$ cat config.mk
export PLATFORM = sky130hd
export DESIGN_NAME = tdc_frame_reader_flat
export DESIGN_NICKNAME = d
export VERILOG_FILES = /design/src/rtl/tdc_reader_pkg.sv /design/src/rtl/tdc_frame_reader_if.sv /design/src/rtl/tdc_win_stats.sv /design/src/rtl/tdc_frame_reader.sv /design/src/flat_wrapper.sv
export SDC_FILE = /design/constraint.sdc
export NUM_CORES = 1
export LEC_CHECK = 0
export ABC_AREA = 1
export BUFFER_PORTS_ARGS = -buffer_cell sky130_fd_sc_hd__buf_2
export CELL_PAD_IN_SITES_DETAIL_PLACEMENT = 1
export CELL_PAD_IN_SITES_GLOBAL_PLACEMENT = 1
export CORE_ASPECT_RATIO = 2
export CORE_MARGIN = 8
export CORE_UTILIZATION = 45
export DETAILED_ROUTE_END_ITERATION = 8
export PLACE_DENSITY = 0.85
export SLEW_MARGIN = 20
export SYNTH_ARGS = -nofsm -noshare
export SYNTH_HDL_FRONTEND = slang
export SYNTH_SLANG_ARGS = --single-unit
$ cat constraint.sdc
create_clock -name clk_capture -period 2.1 [get_ports clk_capture]
set_input_delay 0.315 -clock clk_capture [delete_from_list [all_inputs] [get_ports clk_capture]]
set_output_delay 0.315 -clock clk_capture [all_outputs]
set_load 0.005 [all_outputs]
$ cat src/rtl/tdc_reader_pkg.sv
// Shared types and constants for the TDC frame reader: FSM state encoding,
// frame header byte and the sum byte-count helper.
package tdc_reader_pkg;

  typedef enum logic [1:0] {
    ST_IDLE,
    ST_SETTLE,
    ST_ACCUM,
    ST_SEND
  } state_e;

  localparam logic [7:0] FRAME_HDR = 8'hA5;

  // Number of bytes needed to carry a sum of the given bit width.
  function automatic int sum_bytes(input int sum_w);
    return (sum_w + 7) / 8;
  endfunction

endpackage

$ cat src/rtl/tdc_frame_reader_if.sv
// Byte-wide valid/ready link from the frame reader toward the output pins.
interface tdc_frame_reader_if;
  logic [7:0] out_data;
  logic       out_valid;
  logic       out_ready;

  modport master (output out_data, output out_valid, input out_ready);
  modport slave  (input out_data, input out_valid, output out_ready);
endinterface

$ cat src/rtl/tdc_win_stats.sv
// Windowed min/max/sum accumulator over Hamming-weight samples.
// clr_i restarts the window; last_o flags the accept that completes it.
module tdc_win_stats #(
  parameter int HW_W     = 7,
  parameter int LOG2_WIN = 8
) (
  input  logic                     clk_i,
  input  logic                     rst_i,
  input  logic                     clr_i,
  input  logic                     acc_i,
  input  logic [HW_W-1:0]          hw_i,
  output logic [HW_W-1:0]          min_o,
  output logic [HW_W-1:0]          max_o,
  output logic [HW_W+LOG2_WIN-1:0] sum_o,
  output logic                     last_o
);

  localparam int SUM_W = HW_W + LOG2_WIN;
  localparam int CNT_W = LOG2_WIN + 1;
  localparam logic [CNT_W-1:0] CNT_LAST = CNT_W'((1 << LOG2_WIN) - 1);

  logic [HW_W-1:0]  min_q, max_q;
  logic [SUM_W-1:0] sum_q;
  logic [CNT_W-1:0] cnt_q;

  // Clear to neutral values on reset/clear, otherwise fold in each accepted sample.
  always_ff @(posedge clk_i) begin
    if (rst_i || clr_i) begin
      min_q <= '1;
      max_q <= '0;
      sum_q <= '0;
      cnt_q <= '0;
    end else if (acc_i) begin
      if (hw_i < min_q) min_q <= hw_i;
      if (hw_i > max_q) max_q <= hw_i;
      sum_q <= sum_q + SUM_W'(hw_i);
      cnt_q <= cnt_q + CNT_W'(1);
    end
  end

  assign min_o  = min_q;
  assign max_o  = max_q;
  assign sum_o  = sum_q;
  assign last_o = acc_i && (cnt_q == CNT_LAST);

endmodule

$ cat src/rtl/tdc_frame_reader.sv
// TDC frame reader: on start, skips SETTLE accepted samples, accumulates
// min/max/sum over 2^LOG2_WIN samples, then sends the result as a byte frame.
// Optional build macro TDC_READER_CHKSUM_EN appends an XOR checksum byte.
module tdc_frame_reader
  import tdc_reader_pkg::*;
#(
  parameter int N        = 64,
  parameter int LOG2_WIN = 8,
  parameter int SETTLE   = 4
) (
  input  logic                  clk_capture,
  input  logic                  rst,
  input  logic                  en,
  input  logic [$clog2(N):0]    hw,
  input  logic                  start,
  tdc_frame_reader_if.master    out_if,
  output logic                  busy
);

  localparam int HW_W      = $clog2(N) + 1;
  localparam int SUM_W     = HW_W + LOG2_WIN;
  localparam int SUM_BYTES = sum_bytes(SUM_W);
  localparam int SUM_PAD_W = 8 * SUM_BYTES;
`ifdef TDC_READER_CHKSUM_EN
  localparam int FRAME_LEN = 5 + SUM_BYTES;
`else
  localparam int FRAME_LEN = 4 + SUM_BYTES;
`endif
  localparam logic [3:0] LAST_IDX    = 4'(FRAME_LEN - 1);
  localparam logic [7:0] SETTLE_LAST = 8'((SETTLE > 0) ? SETTLE - 1 : 0);

  state_e           state_q;
  logic [3:0]       idx_q;
  logic [7:0]       seq_q;
  logic [7:0]       settle_cnt_q;
  logic [7:0]       out_data_q;
  logic             out_valid_q;
  logic             busy_q;

  logic [HW_W-1:0]  stat_min, stat_max;
  logic [SUM_W-1:0] stat_sum;
  logic             win_last;
  logic             stat_clr, stat_acc;

  logic [3:0]           nxt_idx;
  logic [SUM_PAD_W-1:0] sum_pad;
  logic [7:0]           min8, max8;
  logic [7:0]           nxt_byte_d;

  assign stat_clr = (state_q == ST_IDLE) && start;
  assign stat_acc = (state_q == ST_ACCUM) && en;

  tdc_win_stats #(
    .HW_W     (HW_W),
    .LOG2_WIN (LOG2_WIN)
  ) u_stats (
    .clk_i  (clk_capture),
    .rst_i  (rst),
    .clr_i  (stat_clr),
    .acc_i  (stat_acc),
    .hw_i   (hw),
    .min_o  (stat_min),
    .max_o  (stat_max),
    .sum_o  (stat_sum),
    .last_o (win_last)
  );

  // Select the frame byte that follows the one currently on the bus; the
  // stats registers are frozen while sending, so this is stable per index.
  always_comb begin
    nxt_idx = idx_q + 4'd1;
    sum_pad = '0;
    sum_pad[SUM_W-1:0] = stat_sum;
    min8 = 8'(stat_min);
    max8 = 8'(stat_max);
`ifdef TDC_READER_CHKSUM_EN
    nxt_byte_d = FRAME_HDR ^ seq_q ^ min8 ^ max8;
    for (int k = 0; k < SUM_BYTES; k++) nxt_byte_d = nxt_byte_d ^ sum_pad[8*k +: 8];
`else
    nxt_byte_d = 8'h00;
`endif
    case (nxt_idx)
      4'd1: nxt_byte_d = seq_q;
      4'd2: nxt_byte_d = min8;
      4'd3: nxt_byte_d = max8;
      default: begin
        if (nxt_idx >= 4'd4 && int'(nxt_idx) < 4 + SUM_BYTES)
          nxt_byte_d = sum_pad[8*(int'(nxt_idx) - 4) +: 8];
      end
    endcase
  end

  // Measurement FSM with registered frame outputs and busy flag.
  always_ff @(posedge clk_capture) begin
    if (rst) begin
      state_q      <= ST_IDLE;
      idx_q        <= '0;
      seq_q        <= '0;
      settle_cnt_q <= '0;
      out_data_q   <= '0;
      out_valid_q  <= 1'b0;
      busy_q       <= 1'b0;
    end else begin
      case (state_q)
        ST_IDLE: begin
          if (start) begin
            busy_q       <= 1'b1;
            settle_cnt_q <= '0;
            state_q      <= (SETTLE > 0) ? ST_SETTLE : ST_ACCUM;
          end
        end
        ST_SETTLE: begin
          if (en) begin
            settle_cnt_q <= settle_cnt_q + 8'd1;
            if (settle_cnt_q == SETTLE_LAST) state_q <= ST_ACCUM;
          end
        end
        ST_ACCUM: begin
          if (win_last) begin
            state_q     <= ST_SEND;
            idx_q       <= '0;
            out_valid_q <= 1'b1;
            out_data_q  <= FRAME_HDR;
          end
        end
        ST_SEND: begin
          if (out_if.out_ready) begin
            if (idx_q == LAST_IDX) begin
              state_q     <= ST_IDLE;
              out_valid_q <= 1'b0;
              busy_q      <= 1'b0;
              seq_q       <= seq_q + 8'd1;
            end else begin
              idx_q      <= nxt_idx;
              out_data_q <= nxt_byte_d;
            end
          end
        end
        default: state_q <= ST_IDLE;
      endcase
    end
  end

  assign out_if.out_data  = out_data_q;
  assign out_if.out_valid = out_valid_q;
  assign busy             = busy_q;

endmodule

$ cat src/flat_wrapper.sv
// flat-port wrapper written by rule: the top's interface ports become plain ports
module tdc_frame_reader_flat import tdc_reader_pkg::*;
#(
  parameter int N        = 64,
  parameter int LOG2_WIN = 8,
  parameter int SETTLE   = 4
)
  (clk_capture, rst, en, hw, start, busy, out_if_out_data, out_if_out_valid, out_if_out_ready);
  tdc_frame_reader_if out_if_i ();
  input  logic clk_capture;
  input  logic rst;
  input  logic en;
  input  logic [$clog2(N):0] hw;
  input  logic start;
  output logic busy;
  output wire logic [$bits(out_if_i.out_data)-1:0] out_if_out_data;
  output wire logic [$bits(out_if_i.out_valid)-1:0] out_if_out_valid;
  input wire logic [$bits(out_if_i.out_ready)-1:0] out_if_out_ready;
  assign out_if_out_data = out_if_i.out_data;
  assign out_if_out_valid = out_if_i.out_valid;
  assign out_if_i.out_ready = out_if_out_ready;
  tdc_frame_reader #(.N(N), .LOG2_WIN(LOG2_WIN), .SETTLE(SETTLE)) u_core (.clk_capture(clk_capture), .rst(rst), .en(en), .hw(hw), .start(start), .out_if(out_if_i), .busy(busy));
endmodule
# Word-level counts from Yosys, hierarchy flattened
# Index checks and enable logic that the tools add are counted.
# classes
order_cmp	4
shift	1
reduce_logical	17
n_eq_ne	16
n_mux	26
addsub	6
# ops
operator	count
8-bit two-way mux	6
8-bit case mux with 2 select lines	2
16-bit by 32-bit indexed part select with 8-bit output	1
8-bit case mux with 3 select lines	1
8-bit by 1-bit adder with 8-bit output (second input constant)	2
15-bit by 7-bit adder with 15-bit output	1
2-bit two-way mux	6
4-bit two-way mux	3
4-bit AND reduction	3
2-bit != test (second input constant)	5
9-bit by 1-bit adder with 9-bit output (second input constant)	1
9-bit by 8-bit == test with 1-bit output (second input constant)	1
4-bit by 2-bit == test with 1-bit output (second input constant)	2
8-bit by 2-bit == test with 1-bit output (second input constant)	1
2-bit case mux with 4 select lines	1
4-bit case mux with 2 select lines	1
7-bit > comparator	1
7-bit < comparator	1
3-bit AND reduction	2
6-bit AND reduction	1
2-bit nonzero test	3
4-bit by 3-bit subtractor with 5-bit output (second input constant)	1
4-bit by 1-bit adder with 4-bit output (second input constant)	1
2-bit == test (second input constant)	2
other kinds (12)	21
# word_totals
output_inout_bits	10
regBits	70

# Longest topological paths before layout
# Gate-level depths: netlist of the first run.
# logic_depth
depth_word	8
ltp_mapped	16
depth_no_buf	16

# Cells and area by module
# From an unflattened synthesis of the first run, not the netlist that was laid out.
# hier_totals
cells_unflattened	654
area_unflattened_um2	4435.5
# by_module_without_submodules
mod	seq_area_each_um2	area_each_um2	cells_each	n_inst
tdc_win_stats	760.7	2346.0	343	1
tdc_frame_reader	640.6	2089.5	311	1

# Least setup slack after synthesis of the first run
# OpenSTA, ideal clock, no wires.
# synth_path
path_type	register to register
start	register u_core.u_stats.cnt_q[1]
end	register u_core.out_data_q[2] (netlist: u_core.out_if.out_data[2])
synth_period_minus_slack_ps	1952
t_required_ps	1983
slack_ps	148
n_path_buf	0
stages_incl_launch_ff	16
arrival_ps	1835
path_cell_list	dfxtp_1 > ha_1 > inv_1 > nor3_1 > nand3_1 > nor3_1 > ha_1 > nand2_1 > nand2_1 > o21ai_2 > nor2_1 > nand2_2 > inv_1 > o211ai_1 > nor2_1 > nor2_1
# synth_via
elab_chain_cells	4
# synth_rtl
item	line	rtl
start: declaration	tdc_win_stats.sv:24	logic [CNT_W-1:0] cnt_q;
start signal: assignment	tdc_win_stats.sv:37	cnt_q <= cnt_q + CNT_W'(1);
9-bit by 8-bit == test with 1-bit output	tdc_win_stats.sv:44	assign last_o = acc_i && (cnt_q == CNT_LAST);
1-bit logical AND	tdc_win_stats.sv:44	
2-bit != test (no line)	-	
4-bit AND reduction (no line)	-	
end signal: assignment	tdc_frame_reader.sv:135	out_data_q <= nxt_byte_d;
end: declaration	tdc_frame_reader.sv:36	logic [7:0] out_data_q;
# No other way between the ends.
# A chain may end at the register's enable or synchronous reset.

# Worst setup path after layout of the first run
# layout_path
start	register u_core.u_stats.cnt_q[4]
end	register u_core.out_data_q[0] (netlist: u_core.out_if.out_data[0])
# The elaborated chain is that of the path after synthesis.

==> out/qor.yml, run 1 <==
critical_path:
  cpPeakStageDelay_ns: 0.39
  rrSetupSlack_ns: -0.003
  worst-path-stages: 14
  crit_path_start: "u_core.u_stats.cnt_q[4]$_SDFFE_PP0N_"
  worstPathArrival_ns: 2.34
  worstReg2RegStart: "u_core.u_stats.cnt_q[4]$_SDFFE_PP0N_"
  cp_cell_sequence: "inv_1 > nor3_4 > nand3_2 > nor3_4 > ha_2 > nand2_2 > nand2_2 > o21ai_2 > buf_6 > nor2_4 > buf_6 > nand3_2 > nor2_2 > nor2_1"
  path_class: "register to register"
  crit_path_max_fanout: 5
  cp_num_buf_inv: 3
  critPathTopFamily: "simple AND/OR/NAND/NOR gates"
  slowest_stage: "dfxtp_1"
  crit_path_start_kind: "register"
  worstSetupEndpointType: "register"
  r2r.worst_path.cells: 14
  r2r_end: "u_core.out_if.out_data[0]$_SDFFE_PP0P_"
  critPathCapture: "u_core.out_if.out_data[0]$_SDFFE_PP0P_"
  required_ns: 2.34
drt:
  wl_per_cell_um: 18.2
  vias_per_cell: 5.61
  drt_iter0_markers: 167
  dr.pass1.iters: 4
  post-route-drc-count: 0
  num_vias: 4143
  routed_wl_um: 13500
  ant_nets: 0
clock_network:
  cts_buffer_depth: 2
  clkTransAtPathRegs_ns: 0.06
  cts_made_buffers: 9
  clock_sinks: 70
  cts_htree_levels: 3
  cts_tree: "yes"
  clkLatencyLatePin_ns: 0.34
  cts_root_buf: "clkbuf_16"
global_routing:
  grt_first_pass_wirelength_um: 20500
  grtUsageMet2: 0.419
  groute.layer.met3.usage: 0.0345
  grt_max_degree: 28
  antenna_found_initial: 0
  met1_usage: 0.176
  grt_overflow: 0
  busiest_layer: "met2"
  grt_pass1_vias: 4317
  track_usage: 0.203
sta:
  max_freq_ghz: 0.476
  setup_violations: 1
  rsz0062_at_grt: "yes"
  worstMarginPinSlew_ns: 0.541
  period_share: 1.00
  fin_crit_ns: 2.10
  finClkSkew_ns: 0.00572
  finalWorstSetupSlack_ns: -0.00252
  report.final.slew_viol_count: 0
  fin_hold_ws_ns: 0.355
  slew_headroom: 0.638
  finalHoldViolations: 0
final_layout:
  syn_to_final_growth_pct: 20.9
  finalNonFillerCells: 738
  final_area_um2: 4960
  nNetsFinal: 678
  drive_gt1_frac: 0.184
  antenna_cells: 0
pwr:
  p_leak_uw: 0.00219
  power_density_nw_per_um2: 917
  ir_worst_vdd_uv: 485
placement:
  gp_congestion: 0.849
  postPlaceCellArea_um2: 4420
  pre_cts_slack_ns: -0.115
  port_buffers: 21
  post-place-cells: 717
  hpwl_um: 9740
logic_synthesis:
  yosysTopAreaCellShare: 0.341
  synthFlopType: "dfxtp_1"
  ys_top_cells_by_count: "nand2_1, inv_1, dfxtp_1"
  async_flop_share: 0
  synth_cell_types: 39
  synth-seq-cells: 70
  synth_nets: 635
  synth.avg_cell_area_um2: 6.98
  synth_area_leaders: "dfxtp_1, nand2_1, ha_1"
  synth_area_leader_cell: "dfxtp_1"
  synthMostInstantiatedCell: "nand2_1"
  yosys_warnings: 0
  synth_area_um2: 4100
  synth_edf_count: 0
  synth_cells: 588
  seq_area_frac_synth: 0.341
floorplan:
  die_x_um: 83.5
  ios: 22
  die_h_um: 151
  row_count: 49
  start_util: 0.458
  core_area_um2: 8950
  die-area_um2: 12600
run_status:
  violations: "setup timing"
  status: "complete, but fails checks"
min_path:
  min_path_type: "input pin to register"
job:
  cap_violations: 0
-- placed cells by master (no fill, tap or decap), types with 4 or more instances in the layout --
cell / Yosys / final
buf_6: 1 / 5
nand2_2: 4 / 12
nor3_2: 4 / 6
a21oi_1: 49 / 44
nand4_1: 23 / 23
ha_1: 34 / 31
buf_4: 1 / 20
nor3_1: 11 / 7
nor2_2: 4 / 6
nor2_1: 59 / 53
nor3b_1: 4 / 4
xor2_1: 6 / 6
clkbuf_16: 0 / 9
a21oi_2: 1 / 6
dfxtp_1: 70 / 68
o21ai_0: 36 / 33
nand2_1: 121 / 111
nand3_1: 35 / 31
buf_2: 4 / 21
nand3_2: 1 / 5
o211ai_1: 10 / 10
nor2_4: 1 / 5
inv_1: 85 / 82
-- area by class of cell --
type,instances,area (µm²)
Multi-Input combinational cell,418,2490
Clock buffer,12,256
Sequential cell,70,1400
Fill cell,1171,3990
Clock inverter,4,45.0
Tap cell,102,128
Inverter,86,330
Timing Repair Buffer,46,312
-- metrics by stage --
stage / utilization / setup TNS [ns] / total power [µW]
after global routing: 0.555 / -0.699 / 4780
after CTS: 0.532 / -0.00389 / 4420
final: 0.555 / -0.00252 / 4550
after detailed placement: 0.494 / -0.587 / 2820
after floorplan: - / 0 / 2370
after global placement: 0.494 / 0 / 2730
-- kinds of logic (layout without fill, tap and decap cells) --
| logic type | after synthesis | after routing | share of synthesized area |
|---|---|---|---|
| flip-flops | 70 | 70 | 0.341 |
| XOR/XNOR | 8 | 8 | 0.0189 |
| buffers and inverters | 100 | 148 | 0.0954 |
| AND/OR/NAND/NOR | 270 | 270 | 0.295 |
| AO/OA/AOI/OAI | 105 | 105 | 0.141 |
| adder cells (fa/ha/maj) | 35 | 35 | 0.109 |
-- sequential cells by signal (all words and copies together), names as in the netlist --
name	count
u_core.seq_q	8
u_core.out_if.out_data	8
u_core.out_if.out_valid	1
u_core.u_stats.sum_o	15
u_core.settle_cnt_q	8
u_core.state_q	2
u_core.busy	1
u_core.u_stats.cnt_q	9
u_core.idx_q	4
u_core.u_stats.min_o	7
u_core.u_stats.max_o	7
-- how the worst min path moves through the flow --
stage	start	end	slack, ns	cells after the start
global route	hw[5]	u_core.u_stats.min_o[5]$_SDFFE_PP1P_	0.39	3
finish	rst	u_core.seq_q[5]$_SDFFE_PP0P_	0.35	2
detailed placement	u_core.settle_cnt_q[7]$_SDFFE_PP0P_	u_core.settle_cnt_q[7]$_SDFFE_PP0P_	0.45	2
global placement	u_core.settle_cnt_q[7]$_SDFFE_PP0P_	u_core.settle_cnt_q[7]$_SDFFE_PP0P_	0.44	2
CTS	rst	u_core.seq_q[5]$_SDFFE_PP0P_	0.33	2
floorplan	rst	u_core.out_if.out_data[1]$_SDFFE_PP0P_	0.38	1
-- power by group --
group	switching (µW)	leakage [µW]	total, µW	internal (µW)
clock network	574	0.000152	1550	978
registers	133	0.000568	1600	1470
logic	876	0.00147	1400	523
total	1580	0.00219	4550	2970
-- per-layer routing --
metal / routed length (µm) / share of wire
met3: 308 / 0.023
met1: 4870 / 0.36
met2: 7740 / 0.57
met5: 0 / 0
met4: 544 / 0.040
-- what timing repair did --
item,in CTS,in global routing
gates cloned,0,1
setup buffers,1,3
endpoints found under the setup margin,8,34
hold buffers,0,0
pin swaps,3,21
resized for setup,13,48
Note: power is estimated with default switching activity, not from simulation.
==> run 2: changes to the inputs <==
--- a/config.mk
+++ b/config.mk
@@ -5,7 +5,7 @@
 export SDC_FILE = /design/constraint.sdc
 export NUM_CORES = 1
 export LEC_CHECK = 0
-export ABC_AREA = 1
+export ABC_AREA = 0
 export BUFFER_PORTS_ARGS = -buffer_cell sky130_fd_sc_hd__buf_2
 export CELL_PAD_IN_SITES_DETAIL_PLACEMENT = 1
 export CELL_PAD_IN_SITES_GLOBAL_PLACEMENT = 1
@@ -13,7 +13,7 @@
 export CORE_MARGIN = 8
 export CORE_UTILIZATION = 45
 export DETAILED_ROUTE_END_ITERATION = 8
-export PLACE_DENSITY = 0.85
+export PLACE_DENSITY = 0.82
 export SLEW_MARGIN = 20
 export SYNTH_ARGS = -nofsm -noshare
 export SYNTH_HDL_FRONTEND = slang
==> run 2 against run 1 <==
Effect of this change:
- the flow now finishes without violations
- critical endpoint is now u_core.u_stats.sum_o[6]$_SDFFE_PP0N_
- global-route usage is 1.1 points lower
- fmax rose by 3.3%
- utilization is 0.65 points lower
- clock-buffer cell count unchanged
- die area rose by 2.1%
- synthesized cell count shrank 16%
- wire length fell by 6.2%
- largest power group is now clock
==> out/qor.yml, run 2 <==
critical_path:
  worstSetupEndpointType: "register"  # unchanged
  path_class: "register to register"  # unchanged
  crit_path_max_fanout: 3  # was 5
  required_ns: 2.31  # was 2.34 ns
  worstPathArrival_ns: 2.25  # was 2.34 ns
  crit_path_start_kind: "register"  # unchanged
final_layout:
  final_cell_mix: "dfxtp_1, nand2_1, nor2_1, buf_4, ha_1"  # was nand2_1, inv_1, dfxtp_1, nor2_1, a21oi_1
  finalNonFillerCells: 652  # was 738
  layout_commonest_cell: "dfxtp_1"  # was nand2_1
  final_area_um2: 5040  # was 4960 µm²
  syn_to_final_growth_pct: 19.8  # was 20.9%
  fin_util: 0.548  # was 0.555
  largest_reg_flops: 15  # unchanged
  nNetsFinal: 591  # was 678
  antenna_cells: 0  # unchanged
  drive_gt1_frac: 0.204  # was 0.184
pwr:
  clockPowerShare: 0.363  # was 0.341
  p_sw_frac: 0.320  # was 0.348
  comb_power_share: 0.284  # was 0.307
  intPower_uw: 2910  # was 2970 µW
  p_leak_uw: 0.00198  # was 0.00219 µW
  seq_power_share: 0.354  # was 0.352
  ir_worst_vdd_uv: 387  # was 485 µV
  power_density_nw_per_um2: 849  # was 917 nW/µm²
  p_switching_uw: 1370  # was 1580 µW
logic_synthesis:
  ys_top_cells_by_count: "dfxtp_1, nor2_1, nand2_1"  # was nand2_1, inv_1, dfxtp_1
  yosys_warnings: 0  # unchanged
  synth-seq-cells: 70  # unchanged
  synth.avg_cell_area_um2: 8.53  # was 6.98 µm²
  seq_area_frac_synth: 0.333  # was 0.341
  synth_nets: 540  # was 635
  yosysTopAreaCellShare: 0.333  # was 0.341
  synthFlopType: "dfxtp_1"  # unchanged
  synth_cells: 493  # was 588
  synthMostInstantiatedCell: "dfxtp_1"  # was nand2_1
  synth_area_leaders: "dfxtp_1, ha_1, nor2_1"  # was dfxtp_1, nand2_1, ha_1
  synth_area_leader_cell: "dfxtp_1"  # unchanged
  async_flop_share: 0  # unchanged
  synth_edf_count: 0  # unchanged
  synth_area_um2: 4210  # was 4100 µm²
  synth_cell_types: 63  # was 39
sta:
  finalHoldViolations: 0  # unchanged
  finClkSkew_ns: 0.00706  # was 0.00572 ns
  fin_setup_tns_ns: 0  # was -0.00252 ns
  max_freq_ghz: 0.492  # was 0.476 GHz
  fin_crit_ns: 2.03  # was 2.10 ns
  report.final.slew_viol_count: 0  # unchanged
  period_share: 0.969  # was 1.00
  worstMarginPinSlew_ns: 0.525  # was 0.541 ns
  slew_headroom: 0.648  # was 0.638
  setup_violations: 0  # was 1
floorplan:
  die_x_um: 84.4  # was 83.5 µm
  core_area_um2: 9200  # was 8950 µm²
  start_util: 0.457  # was 0.458
  ios: 22  # unchanged
  die-area_um2: 12900  # was 12600 µm²
  row_count: 50  # was 49
  die_h_um: 153  # was 151 µm
drt:
  drt_iter0_markers: 191  # was 167
  wl_per_cell_um: 19.4  # was 18.2 µm
  vias_per_cell: 5.95  # was 5.61
  dr.pass1.iters: 6  # was 4
  num_vias: 3881  # was 4143
  post-route-drc-count: 0  # unchanged
  routed_wl_um: 12600  # was 13500 µm
  ant_nets: 0  # unchanged
clock_network:
  cts_root_buf: "clkbuf_16"  # unchanged
  cts_made_buffers: 9  # unchanged
  clock_sinks: 70  # unchanged
  clkLatencyLatePin_ns: 0.33  # was 0.34 ns
  clkTransAtPathRegs_ns: 0.06  # about the same
  cts_htree_levels: 3  # unchanged
  cts_tree: "yes"  # unchanged
  cts_hold_buf: 0  # unchanged
  cts_buffer_depth: 2  # unchanged
placement:
  post-place-cells: 632  # was 717
  hpwl_um: 9320  # was 9740 µm
  gp_congestion: 0.866  # was 0.849
  postPlaceCellArea_um2: 4590  # was 4420 µm²
  port_buffers: 21  # unchanged
min_path:
  min_path_type: "input pin to register"  # unchanged
global_routing:
  antenna_found_initial: 0  # unchanged
  grt_max_degree: 28  # unchanged
  grt_first_pass_wirelength_um: 20200  # was 20500 µm
  grt_overflow: 0  # unchanged
  track_usage: 0.191  # was 0.203
  grt_pass1_vias: 4114  # was 4317
job:
  cap_violations: 0  # unchanged
run_status:
  status: "completed"  # was complete, but fails checks
run 2: kinds of logic (layout without fill, tap and decap cells):
logic type,after synthesis,in the layout,share of synthesized area
buffers and inverters,47,102,0.0503
DFF,70,70,0.333
xor gates and xnor gates,23,23,0.0479
AOI/OAI and AO/OA,119,119,0.206
muxes,20,20,0.0482
adders and majority gates,35,35,0.106
and+or+nand+nor,179,179,0.208
run 2: critical path, stage by stage, from the launching register on:
cell and delay (ns):
dfxtp_2 0.35, ha_2 0.18, inv_1 0.05, fa_1 0.39
nor2b_2 0.18, o31a_1 0.22, o21ai_2 0.10, nor4b_1 0.16
a311o_1 0.28
run 2: repair_timing:
item | CTS | global route
buffers inserted | 0 | 5
pin swaps | 1 | 7
endpoints found under the setup margin | 5 | 16
gates cloned | 0 | 0
resized for setup | 5 | 27
run 2: layer usage:
layer | share of wire | up-vias | wire length [µm] | track usage
met2 | 0.52 | 86 | 6600 | 0.330
met3 | 0.035 | 34 | 446 | 0.0343
met1 | 0.40 | 1878 | 5110 | 0.220
met5 | 0 | - | 0 | 0
met4 | 0.037 | 0 | 462 | 0.0863
li1 | - | 1883 | - | -
run 2: power by group through the flow:
| stage | Sequential, µW | Combinational, µW | Clock (µW) |
|---|---|---|---|
| after floorplan | 1530 | 738 | 0 |
| after global placement | 1530 | 1100 | 0 |
| after detailed placement | 1540 | 1150 | 0 |
| after CTS | 1510 | 1170 | 1580 |
| after global routing | 1530 | 1350 | 1630 |
| final | 1510 | 1210 | 1550 |
run 2: layout make-up:
class	count	area [µm²]
fill	1113	4160
multi-input combinational	376	2700
sequential	70	1410
timing repair buffer	57	388
clock buffer	12	256
tap	104	130
inverter	30	113
clock inverter	3	43.8
run 2: final timing paths:
kind | from | end | slack, ns | cells after the start
worst max register to register | u_core.u_stats.sum_o[0]$_SDFFE_PP0N_ | u_core.u_stats.sum_o[6]$_SDFFE_PP0N_ | 0.07 | 8
worst min-delay path | hw[4] | u_core.u_stats.max_o[4]$_SDFFE_PP0P_ | 0.32 | 3
worst min register to register | u_core.out_if.out_data[6]$_SDFFE_PP0P_ | u_core.out_if.out_data[6]$_SDFFE_PP0P_ | 0.47 | 2
worst max-delay path | u_core.u_stats.sum_o[0]$_SDFFE_PP0N_ | u_core.u_stats.sum_o[6]$_SDFFE_PP0N_ | 0.07 | 8
run 2: stage by stage:
| stage | total power, µW | setup WS, ns | hold WS [ns] |
|---|---|---|---|
| after floorplan | 2270 | 0.109 | 0.448 |
| after global placement | 2640 | 0.0635 | 0.448 |
| after detailed placement | 2690 | -0.0798 | 0.457 |
| after CTS | 4260 | 0.00294 | 0.309 |
| after global routing | 4510 | -0.0217 | 0.344 |
| final | 4280 | 0.0655 | 0.323 |
==> run 3: changes to the inputs <==
--- a/config.mk
+++ b/config.mk
@@ -12,8 +12,9 @@
 export CORE_ASPECT_RATIO = 2
 export CORE_MARGIN = 8
 export CORE_UTILIZATION = 45
+export CTS_BUF_LIST = sky130_fd_sc_hd__clkbuf_16
 export DETAILED_ROUTE_END_ITERATION = 8
-export PLACE_DENSITY = 0.82
+export PLACE_DENSITY = 0.78
 export SLEW_MARGIN = 20
 export SYNTH_ARGS = -nofsm -noshare
 export SYNTH_HDL_FRONTEND = slang
==> run 3 against run 2 <==
Effect of this change:
- clock-buffer cell count down 3
- fmax grew 0.91%
- wire length shrank 4.3%
- utilization shrank 1.1 points
- sequential power barely moved
- critical path type unchanged
- largest cell class unchanged
- highest routed layer unchanged
==> out/qor.yml, run 3 (synthesis gave the netlist of run 2 again) <==
global_routing:
  grt_pass1_vias: 3958  # was 4114
  grt_overflow: 0  # unchanged
  antenna_found_initial: 0  # unchanged
  grt_max_degree: 28  # unchanged
  track_usage: 0.187  # was 0.191
  grt_first_pass_wirelength_um: 19700  # was 20200 µm
clock_network:
  cts_tree: "yes"  # unchanged
  cts_made_buffers: 9  # unchanged
  cts_buffer_depth: 2  # unchanged
  cts_root_buf: "clkbuf_16"  # unchanged
  cts_htree_levels: 3  # unchanged
  clkLatencyLatePin_ns: 0.33  # about the same
  clkTransAtPathRegs_ns: 0.05  # was 0.06 ns
  clock_sinks: 70  # unchanged
  cts_hold_buf: 0  # unchanged
final_layout:
  multi_input_area_um2: 2670  # was 2700 µm²
  seq_area_um2: 1410  # about the same
  layout_commonest_cell: "dfxtp_1"  # unchanged
  antenna_cells: 0  # unchanged
  syn_to_final_growth_pct: 17.5  # was 19.8%
  nFillCells: 1119  # was 1113
  largest_reg_flops: 15  # unchanged
  finalNonFillerCells: 652  # unchanged
  drive_gt1_frac: 0.179  # was 0.204
  fin_util: 0.537  # was 0.548
  final_cell_mix: "dfxtp_1, nor2_1, nand2_1, buf_4, inv_1"  # was dfxtp_1, nand2_1, nor2_1, buf_4, ha_1
  final_area_um2: 4940  # was 5040 µm²
  nNetsFinal: 591  # unchanged
drt:
  routed_wl_um: 12100  # was 12600 µm
  post-route-drc-count: 0  # unchanged
  num_vias: 3802  # was 3881
  wl_per_cell_um: 18.5  # was 19.4 µm
  met1Wirelength_um: 5270  # was 5110 µm
  wl_met2_um: 6110  # was 6600 µm
  routed.top_layer: "met4"  # unchanged
  met3_length_um: 358  # was 446 µm
  vias_per_cell: 5.83  # was 5.95
  ant_nets: 0  # unchanged
  drt_iter0_markers: 159  # was 191
  dr.pass1.iters: 4  # was 6
floorplan:
  start_util: 0.457  # unchanged
  ios: 22  # unchanged
  core_area_um2: 9200  # unchanged
  die_h_um: 153  # unchanged
  row_count: 50  # unchanged
  die-area_um2: 12900  # unchanged
  die_x_um: 84.4  # unchanged
critical_path:
  cpPeakStageDelay_ns: 0.53  # was 0.39 ns
  worstReg2RegStart: "u_core.state_q[0]$_SDFFE_PP0P_"  # was u_core.u_stats.sum_o[0]$_SDFFE_PP0N_
  slowest_stage: "a2111o_1"  # was fa_1
  worstSetupEndpointType: "register"  # unchanged
  rrSetupSlack_ns: 0.08  # was 0.07 ns
  path_class: "register to register"  # unchanged
  cp_cell_sequence: "inv_1 > ha_1 > buf_4 > a2111o_1 > a221oi_1 > a211oi_1"  # was ha_2 > inv_1 > fa_1 > nor2b_2 > o31a_1 > o21ai_2 > nor4b_1 > a311o_1
  required_ns: 2.30  # was 2.31 ns
  r2r_end: "u_core.out_if.out_data[5]$_SDFFE_PP0P_"  # was u_core.u_stats.sum_o[6]$_SDFFE_PP0N_
  crit_path_start_kind: "register"  # unchanged
  crit_path_max_fanout: 6  # was 3
  r2r.worst_path.cells: 6  # was 8
  worstPathArrival_ns: 2.22  # was 2.25 ns
sta:
  finClkSkew_ns: 0.00374  # was 0.00706 ns
  slew_headroom: 0.654  # was 0.648
  fin_setup_tns_ns: 0  # unchanged
  max_freq_ghz: 0.496  # was 0.492 GHz
  period_share: 0.960  # was 0.969
  setup_violations: 0  # unchanged
  worstMarginPinSlew_ns: 0.520  # was 0.525 ns
  report.final.slew_viol_count: 0  # unchanged
  fin_crit_ns: 2.02  # was 2.03 ns
  finalHoldViolations: 0  # unchanged
run_status:
  status: "completed"  # unchanged
pwr:
  p_switching_uw: 1340  # was 1370 µW
  intPower_uw: 2700  # was 2910 µW
  ir_worst_vdd_uv: 487  # was 387 µV
  power_density_nw_per_um2: 817  # was 849 nW/µm²
  clockPowerShare: 0.323  # was 0.363
  comb_power_share: 0.302  # was 0.284
  seq_power_share: 0.375  # was 0.354
  p_sw_frac: 0.332  # was 0.320
  p_leak_uw: 0.00197  # was 0.00198 µW
min_path:
  worstHoldPathCells: 3  # unchanged
  hold_end: "u_core.u_stats.max_o[3]$_SDFFE_PP0P_"  # was u_core.u_stats.max_o[4]$_SDFFE_PP0P_
  hold_start: "hw[3]"  # was hw[4]
  min_path_type: "input pin to register"  # unchanged
job:
  cap_violations: 0  # unchanged
placement:
  postPlaceCellArea_um2: 4590  # about the same
  port_buffers: 21  # unchanged
  post-place-cells: 634  # was 632
  hpwl_um: 9160  # was 9320 µm
  gp_congestion: 0.846  # was 0.866
[run 3: how the worst max path moves through the flow]
stage,from,end,slack (ns),depth (start not counted)
after detailed placement,hw[0],u_core.u_stats.sum_o[6]$_SDFFE_PP0N_,-0.02,9
after floorplan,u_core.idx_q[0]$_SDFFE_PP0P_,u_core.out_if.out_data[0]$_SDFFE_PP0P_,0.11,6
after global routing,u_core.u_stats.cnt_q[1]$_SDFFE_PP0N_,u_core.out_if.out_data[5]$_SDFFE_PP0P_,-0.04,8
final,u_core.state_q[0]$_SDFFE_PP0P_,u_core.out_if.out_data[5]$_SDFFE_PP0P_,0.08,6
after CTS,u_core.u_stats.cnt_q[1]$_SDFFE_PP0N_,u_core.out_if.out_data[2]$_SDFFE_PP0P_,0.009,8
after global placement,u_core.u_stats.cnt_q[1]$_SDFFE_PP0N_,u_core.out_if.out_data[0]$_SDFFE_PP0P_,0.1,8
[run 3: critical path: cells and delay by family (launching register included)]
family          cells  cell delay [ns]
compound gates      3             0.92
flops               1             0.36
fa+ha+maj           1             0.30
buf+inv             2             0.31
[run 3: stage by stage]
step / power, µW / hold WS (ns) / worst slack, ns
final: 4040 / 0.305 / 0.0839
after global routing: 4260 / 0.300 / -0.0440
after CTS: 4030 / 0.297 / 0.00869
after detailed placement: 2690 / 0.472 / -0.0171
after global placement: 2650 / 0.467 / 0.0983
after floorplan: 2270 / 0.448 / 0.109
[run 3: layout make-up]
class	count	share of cell area
sequential	70	0.285
inverter	30	0.0228
clock inverter	6	0.00481
clock buffer	9	0.0456
tap	104	0.0263
timing repair buffer	57	0.0767
multi-input combinational	376	0.539
[run 3: timing repair]
action | CTS | global route
setup buffers | 0 | 3
pin swaps | 0 | 8
resized for setup | 2 | 19
setup endpoints to repair | 1 | 13
[run 3: power by group through the flow]
stage               combinational (µW)  clock, µW  sequential (µW)
finish                            1220       1300             1510
global route                      1350       1380             1530
CTS                               1180       1340             1510
detailed placement                1150          0             1540
global placement                  1120          0             1540
floorplan                          738          0             1530
[run 3: metal layers]
layer  GRT usage  vias to the layer above
li1            -                     1891
met1       0.219                     1821
met2       0.319                       67
met3      0.0343                       23
met4      0.0855                        0
met5           0                        -
